==> src/rtl/dtm_pkg.sv <==
// dtm_pkg: shared types and constants for the JTAG debug transport module.
//   - DMI op encodings, DMI status encodings
//   - DTMCS register layout
//   - DMI access FSM states
//   - DTM version constant
package dtm_pkg;

    localparam logic [3:0] DtmVersion = 4'd1;

    typedef enum logic [1:0] {
        DmiNop   = 2'd0,
        DmiRead  = 2'd1,
        DmiWrite = 2'd2
    } dmi_op_e;

    typedef enum logic [1:0] {
        DmiOk     = 2'd0,
        DmiFailed = 2'd2,
        DmiBusy   = 2'd3
    } dmi_status_e;

    typedef struct packed {
        logic [13:0] zero1;
        logic        dmihardreset;
        logic        dmireset;
        logic        zero0;
        logic [2:0]  idle;
        logic [1:0]  dmistat;
        logic [5:0]  abits;
        logic [3:0]  version;
    } dtmcs_t;

    typedef enum logic [1:0] {
        StIdle,
        StReq,
        StWait
    } dmi_state_e;

endpackage

==> src/rtl/dtm_shift_reg.sv <==
// dtm_shift_reg: JTAG data register shift stage.
//   clk_i/rst_ni  : TCK and asynchronous active-low reset
//   clear_i       : synchronous clear, wins over capture/shift
//   capture_i     : parallel load of capture_data_i
//   shift_i       : shift right, tdi_i enters at the MSB
//   q_o           : full register contents (used on update)
//   tdo_o         : register LSB
module dtm_shift_reg #(
    parameter int unsigned Width = 32
) (
    input  logic             clk_i,
    input  logic             rst_ni,
    input  logic             clear_i,
    input  logic             capture_i,
    input  logic             shift_i,
    input  logic             tdi_i,
    input  logic [Width-1:0] capture_data_i,
    output logic [Width-1:0] q_o,
    output logic             tdo_o
);

    logic [Width-1:0] sr_q, sr_d;

    always_comb begin
        sr_d = sr_q;
        if (clear_i) begin
            sr_d = '0;
        end else if (capture_i) begin
            sr_d = capture_data_i;
        end else if (shift_i) begin
            sr_d = {tdi_i, sr_q[Width-1:1]};
        end
    end

    always_ff @(posedge clk_i or negedge rst_ni) begin
        if (!rst_ni) begin
            sr_q <= '0;
        end else begin
            sr_q <= sr_d;
        end
    end

    assign q_o   = sr_q;
    assign tdo_o = sr_q[0];

endmodule

==> src/rtl/dtm_dmi_ctrl.sv <==
// dtm_dmi_ctrl: DMI access controller of the JTAG DTM (TCK domain).
// Owns the DTMCS and DMI data registers, turns DMI update-DR into a
// valid/ready request/response transaction and keeps sticky dmistat.
//   tck_i, trst_ni          : clock, asynchronous active-low reset
//   dmi_clear_i             : TAP Test-Logic-Reset (hard reset)
//   capture_i/shift_i/update_i, tdi_i : TAP DR strobes and serial input
//   dtmcs_select_i/dtmcs_tdo_o, dmi_select_i/dmi_tdo_o : DR select / LSB
//   dmi_req_*               : request channel toward the debug module
//   dmi_resp_*              : response channel from the debug module
//   dmi_hardreset_o         : one-cycle pulse on hard reset
// Build option: define DTM_DMI_HARDRESET_EN to honour DTMCS.dmihardreset
// (bit 17) and drive dmi_hardreset_o; otherwise bit 17 is ignored and the
// pulse output is tied low.
module dtm_dmi_ctrl
    import dtm_pkg::*;
#(
    parameter int unsigned AddrWidth  = 7,
    parameter int unsigned IdleCycles = 1
) (
    input  logic                 tck_i,
    input  logic                 trst_ni,
    input  logic                 dmi_clear_i,
    input  logic                 capture_i,
    input  logic                 shift_i,
    input  logic                 update_i,
    input  logic                 tdi_i,
    input  logic                 dtmcs_select_i,
    output logic                 dtmcs_tdo_o,
    input  logic                 dmi_select_i,
    output logic                 dmi_tdo_o,
    output logic                 dmi_req_valid_o,
    input  logic                 dmi_req_ready_i,
    output logic [AddrWidth-1:0] dmi_req_addr_o,
    output logic [31:0]          dmi_req_data_o,
    output logic [1:0]           dmi_req_op_o,
    input  logic                 dmi_resp_valid_i,
    output logic                 dmi_resp_ready_o,
    input  logic [31:0]          dmi_resp_data_i,
    input  logic [1:0]           dmi_resp_op_i,
    output logic                 dmi_hardreset_o
);

    localparam int unsigned DmiWidth = AddrWidth + 34;

    dmi_state_e           state_q, state_d;
    logic [1:0]           dmistat_q, dmistat_d;
    logic [AddrWidth-1:0] addr_q, addr_d;
    logic [31:0]          data_q, data_d;
    logic [1:0]           op_q, op_d;

    logic                 dtmcs_cap, dtmcs_upd, dmi_cap, dmi_upd;
    logic                 completing, busy_now;
    dtmcs_t               dtmcs_cap_data;
    logic [31:0]          dtmcs_sr;
    logic [DmiWidth-1:0]  dmi_sr, dmi_cap_data;
    logic [1:0]           upd_op;

    assign dtmcs_cap = capture_i & dtmcs_select_i;
    assign dtmcs_upd = update_i  & dtmcs_select_i;
    assign dmi_cap   = capture_i & dmi_select_i;
    assign dmi_upd   = update_i  & dmi_select_i;
    assign upd_op    = dmi_sr[1:0];

    always_comb begin
        dtmcs_cap_data         = '0;
        dtmcs_cap_data.version = DtmVersion;
        dtmcs_cap_data.abits   = 6'(AddrWidth);
        dtmcs_cap_data.dmistat = dmistat_q;
        dtmcs_cap_data.idle    = 3'(IdleCycles);
    end

`ifdef DTM_DMI_HARDRESET_EN
    logic hardreset_q, hardreset_d;
    logic unused_dtmcs;
    assign unused_dtmcs = ^{dtmcs_sr[31:18], dtmcs_sr[15:0]};
`else
    logic unused_dtmcs;
    assign unused_dtmcs = ^{dtmcs_sr[31:17], dtmcs_sr[15:0]};
`endif

    // Evaluation order matters: a response completing this cycle is applied
    // first, so a coincident DMI capture sees the FSM as Idle and samples the
    // post-completion data/dmistat; hard-reset sources are applied last.
    always_comb begin
        state_d    = state_q;
        dmistat_d  = dmistat_q;
        addr_d     = addr_q;
        data_d     = data_q;
        op_d       = op_q;
        completing = 1'b0;
`ifdef DTM_DMI_HARDRESET_EN
        hardreset_d = 1'b0;
`endif

        unique case (state_q)
            StReq: begin
                if (dmi_req_ready_i) state_d = StWait;
            end
            StWait: begin
                if (dmi_resp_valid_i) begin
                    completing = 1'b1;
                    state_d    = StIdle;
                    if (op_q == DmiRead) data_d = dmi_resp_data_i;
                    if (dmistat_d == 2'd0) dmistat_d = dmi_resp_op_i;
                end
            end
            default: ;
        endcase

        busy_now = (state_q != StIdle) && !completing;

        if (dmi_cap && busy_now && (dmistat_d == 2'd0)) dmistat_d = DmiBusy;
        dmi_cap_data = {addr_q, data_d, dmistat_d};

        if (dmi_upd && (dmistat_d == 2'd0)) begin
            if (busy_now) begin
                dmistat_d = DmiBusy;
            end else if ((upd_op == DmiRead) || (upd_op == DmiWrite)) begin
                addr_d  = dmi_sr[DmiWidth-1:34];
                data_d  = dmi_sr[33:2];
                op_d    = upd_op;
                state_d = StReq;
            end
        end

        if (dtmcs_upd) begin
            if (dtmcs_sr[16]) dmistat_d = '0;
`ifdef DTM_DMI_HARDRESET_EN
            if (dtmcs_sr[17]) begin
                dmistat_d   = '0;
                state_d     = StIdle;
                hardreset_d = 1'b1;
            end
`endif
        end

        if (dmi_clear_i) begin
            dmistat_d = '0;
            state_d   = StIdle;
`ifdef DTM_DMI_HARDRESET_EN
            hardreset_d = 1'b1;
`endif
        end
    end

    always_ff @(posedge tck_i or negedge trst_ni) begin
        if (!trst_ni) begin
            state_q   <= StIdle;
            dmistat_q <= '0;
            addr_q    <= '0;
            data_q    <= '0;
            op_q      <= '0;
        end else begin
            state_q   <= state_d;
            dmistat_q <= dmistat_d;
            addr_q    <= addr_d;
            data_q    <= data_d;
            op_q      <= op_d;
        end
    end

`ifdef DTM_DMI_HARDRESET_EN
    always_ff @(posedge tck_i or negedge trst_ni) begin
        if (!trst_ni) begin
            hardreset_q <= 1'b0;
        end else begin
            hardreset_q <= hardreset_d;
        end
    end
    assign dmi_hardreset_o = hardreset_q;
`else
    assign dmi_hardreset_o = 1'b0;
`endif

    dtm_shift_reg #(.Width(32)) u_dtmcs_sr (
        .clk_i          (tck_i),
        .rst_ni         (trst_ni),
        .clear_i        (dmi_clear_i),
        .capture_i      (dtmcs_cap),
        .shift_i        (shift_i & dtmcs_select_i),
        .tdi_i          (tdi_i),
        .capture_data_i (dtmcs_cap_data),
        .q_o            (dtmcs_sr),
        .tdo_o          (dtmcs_tdo_o)
    );

    dtm_shift_reg #(.Width(DmiWidth)) u_dmi_sr (
        .clk_i          (tck_i),
        .rst_ni         (trst_ni),
        .clear_i        (dmi_clear_i),
        .capture_i      (dmi_cap),
        .shift_i        (shift_i & dmi_select_i),
        .tdi_i          (tdi_i),
        .capture_data_i (dmi_cap_data),
        .q_o            (dmi_sr),
        .tdo_o          (dmi_tdo_o)
    );

    assign dmi_req_valid_o  = (state_q == StReq);
    assign dmi_resp_ready_o = (state_q == StWait);
    assign dmi_req_addr_o   = addr_q;
    assign dmi_req_data_o   = data_q;
    assign dmi_req_op_o     = op_q;

endmodule

==> config.mk <==
export PLATFORM = sky130hd
export DESIGN_NAME = dtm_dmi_ctrl
export DESIGN_NICKNAME = d
export VERILOG_FILES = /design/src/rtl/dtm_pkg.sv /design/src/rtl/dtm_shift_reg.sv /design/src/rtl/dtm_dmi_ctrl.sv
export SDC_FILE = /design/constraint.sdc
export NUM_CORES = 1
export LEC_CHECK = 0
export ABC_AREA = 1
export CAP_MARGIN = 20
export CELL_PAD_IN_SITES_DETAIL_PLACEMENT = 2
export CELL_PAD_IN_SITES_GLOBAL_PLACEMENT = 2
export CORE_MARGIN = 2
export CORE_UTILIZATION = 34
export CTS_CLUSTER_DIAMETER = 200
export CTS_CLUSTER_SIZE = 16
export DETAILED_ROUTE_END_ITERATION = 7
export MAX_ROUTING_LAYER = met4
export PLACE_DENSITY = 0.83
export RECOVER_POWER = 25
export SKIP_LAST_GASP = 1
export SYNTH_ARGS = -nofsm -noshare
export SYNTH_HDL_FRONTEND = slang
export SYNTH_SLANG_ARGS = --single-unit
export TNS_END_PERCENT = 10
==> constraint.sdc <==
create_clock -name tck_i -period 3.55 [get_ports tck_i]
set_input_delay 0.5325 -clock tck_i [delete_from_list [all_inputs] [get_ports tck_i]]
set_output_delay 0.5325 -clock tck_i [all_outputs]
set_load 0.05 [all_outputs]
==> reports/results.ini <==
[run_status]
outcome = finished with violations
violations = max-capacitance violations, max-slew violations

[power_and_ir_drop]
p_seq_frac = 0.360
p_leak_nw = 3.39
power_switching_mw = 1.61
intPower_mw = 2.92
power_frac_clock = 0.355
peakVddDrop_mv = 0.403
pwr-share-comb = 0.285
p_sw_frac = 0.355
p_per_area_mw_per_mm2 = 623

[global_route]
grt_util_met3 = 0.0407
use_met1 = 0.280
grt_remaining_overflow = 0
grt.total_usage = 0.242
grt_max_degree = 77
grt_antenna_before_repair = 0
grtUsageMet2 = 0.430
grt_pass1_wl_um = 32800
grt_pass1_vias = 6022
grt-busiest-layer = met2

[routing]
initialDrtViolationCount = 225
wire_per_inst_um = 19.8
ant_nets = 0
vias_per_cell = 5.26
drt-pass1-iter-count = 4
num_vias = 5238
drc = 0
wl_um = 19700

[finish]
syn_to_final_growth_pct = 27.3
final_common_cell = nand2_1
nNetsFinal = 812
multi_input_area_mm2 = 0.00216
drive_gt1_frac = 0.0631
stdcell_area_mm2 = 0.00727
final_cell_mix = nand2_1 (142), dfrtp_1 (118), o21ai_1 (116)
fill_cells = 1847
n_antenna_cell = 0
regArea_mm2 = 0.00295

[run]
drv_cap = 1

[critical_path]
start_kind = primary input
critPathSlowestCell = clkdlybuf4s50_1
path_max_fanout = 14
crit_type = primary input to flop
arrival_ps = 2870
crit_chain = clkdlybuf4s50_1, nand2_1, inv_2, nor2_1, nand2_1, nand2_1, o22ai_1
cpMostUsedCell = nand2_1
endpoint_kind = flop
critPathMaxStageDelay_ps = 520
critical_path_required_ps = 3860

[cts]
ctsRootBufferMaster = clkbuf_16
cts_buffer_depth = 2
cts_resized = 0
h-tree-depth = 4
insertion_delay_ps = 410
cts_made_buffers = 17
cts_sinks = 118
ctsHoldBuffers = 0
cts_tree = built
clk_pin_slew_worst_paths_ps = 50
post_cts_buffers = 0

[timing]
worst_clock_skew_ps = 6.25
finalSetupViolations = 0
relSlewSlack = -0.123
min_period_ps = 2560
tightest_slew_ps = 1680
final.period_utilization = 0.720
hold_violations = 0
maxSlewViolCount = 62
fmaxAchievable_mhz = 391
fin_setup_tns_ps = 0
rsz0062_at_grt = no

[die]
io-pin-count = 91
die_w_um = 134
start_util = 0.346
die_area_mm2 = 0.0179
die_h_um = 134
num_rows = 47
core_mm2 = 0.0165

[yosys]
ys_warn_count = 0
avgSynthCellArea_um2 = 8.24
ys_seq_area_frac = 0.517
syn_inst = 693
yosysUniqueCellTypes = 28
synth_area_mm2 = 0.00571
synth_top_area_cell = dfrtp_1
synth.ff_latch_count = 118
synth_top_area_frac = 0.517
synth_area_leaders = dfrtp_1 (52%), o21ai_1 (10%), nand2_1 (9.5%), inv_1 (6.0%), nand4_1 (5.7%)
syn_nets = 741

[worst_hold_path]
hp-class = flop to flop

[place]
dp_hpwl_um = 12300
port-buffer-count = 89
placed_cell_area_mm2 = 0.00674
gp_congestion = 0.763

==> cells in the mapped netlist, drive strengths merged <==
library cell and number:
nand2 145, o21ai 138, dfrtp 118, inv 97, nand4 53, a21oi 49, buf 36, nor2 17
clkbuf 11, nand3 10, mux2i 7, o22ai 4, ha 3, a21boi 1, conb 1, nand3b 1
o21bai 1, xor2 1
==> routing by layer <==
| metal | wire length (µm) | vias up |
|---|---|---|
| li1 | - | 2433 |
| met1 | 8240 | 2668 |
| met2 | 10600 | 111 |
| met3 | 605 | 26 |
| met4 | 317 | 0 |
| met5 | 0 | - |
==> power by group through the flow <==
stage,Combinational (mW),Sequential (mW),Clock [mW]
2_1_floorplan,0.403,2.03,0
3_3_place_gp,1.22,1.63,0
3_5_place_dp,1.28,1.65,0
4_1_cts,1.30,1.63,1.64
5_1_grt,1.39,1.65,1.71
6_report,1.29,1.63,1.61
==> critical path, delay by kind of cell <==
| kind | cells | cell delay (ps) |
|---|---|---|
| simple gates | 4 | 1250 |
| compound gates | 1 | 260 |
| buf+inv | 2 | 820 |
==> state kept, by name (all words and copies together) (netlist names) <==
signal and flops:
u_dmi_sr.q_o 41, dmi_req_data_o 32, u_dtmcs_sr.q_o 32, dmi_req_addr_o 7
dmi_req_op_o 2, dmistat_q 2, state_q 2
==> logic make-up after synthesis <==
kind of cell | synth area share
mux | 0.0123
buf+inv | 0.108
other cells | 0.000657
fa+ha+maj | 0.00657
compound gates | 0.172
flops | 0.517
simple gates | 0.181
xor+xnor | 0.00285
==> cell type report <==
class                      count  share of cell area
tap                          220              0.0378
timing repair buffer          99               0.136
multi-input combinational    431               0.296
sequential                   118               0.406
clock buffer                  28              0.0683
inverter                      97              0.0501
clock inverter                 3             0.00585
==> path summary, 6_finish.rpt <==
| path | cells after the start | endpoint | from | slack [ps] |
|---|---|---|---|---|
| worst min-delay path | 2 | u_dtmcs_sr.q_o[17]$_DFFE_PN0P_ | u_dtmcs_sr.q_o[18]$_DFFE_PN0P_ | 520 |
| max in group asynchronous | 2 | u_dmi_sr.q_o[40]$_DFFE_PN0P_ | trst_ni | 1950 |
| worst min register to register | 2 | u_dtmcs_sr.q_o[17]$_DFFE_PN0P_ | u_dtmcs_sr.q_o[18]$_DFFE_PN0P_ | 520 |
| worst max-delay path | 7 | u_dtmcs_sr.q_o[10]$_DFFE_PN0P_ | capture_i | 990 |
| worst max register to register | 10 | dmi_req_addr_o[0]$_DFFE_PN0P_ | state_q[0]$_DFF_PN0_ | 1110 |
| min in group asynchronous | 1 | dmi_req_data_o[7]$_DFF_PN0_ | trst_ni | 540 |
==> metrics by stage <==
step	utilization	setup slack (ps)	cells	power, mW	hold WS [ps]
floorplan	-	1560	693	2.43	237
global route	0.440	805	996	4.75	562
finish	0.440	993	996	4.53	515
CTS	0.440	985	996	4.58	251
detailed placement	0.408	630	965	2.93	508
global placement	0.408	780	965	2.86	494
(Power assumes the default switching activity.)
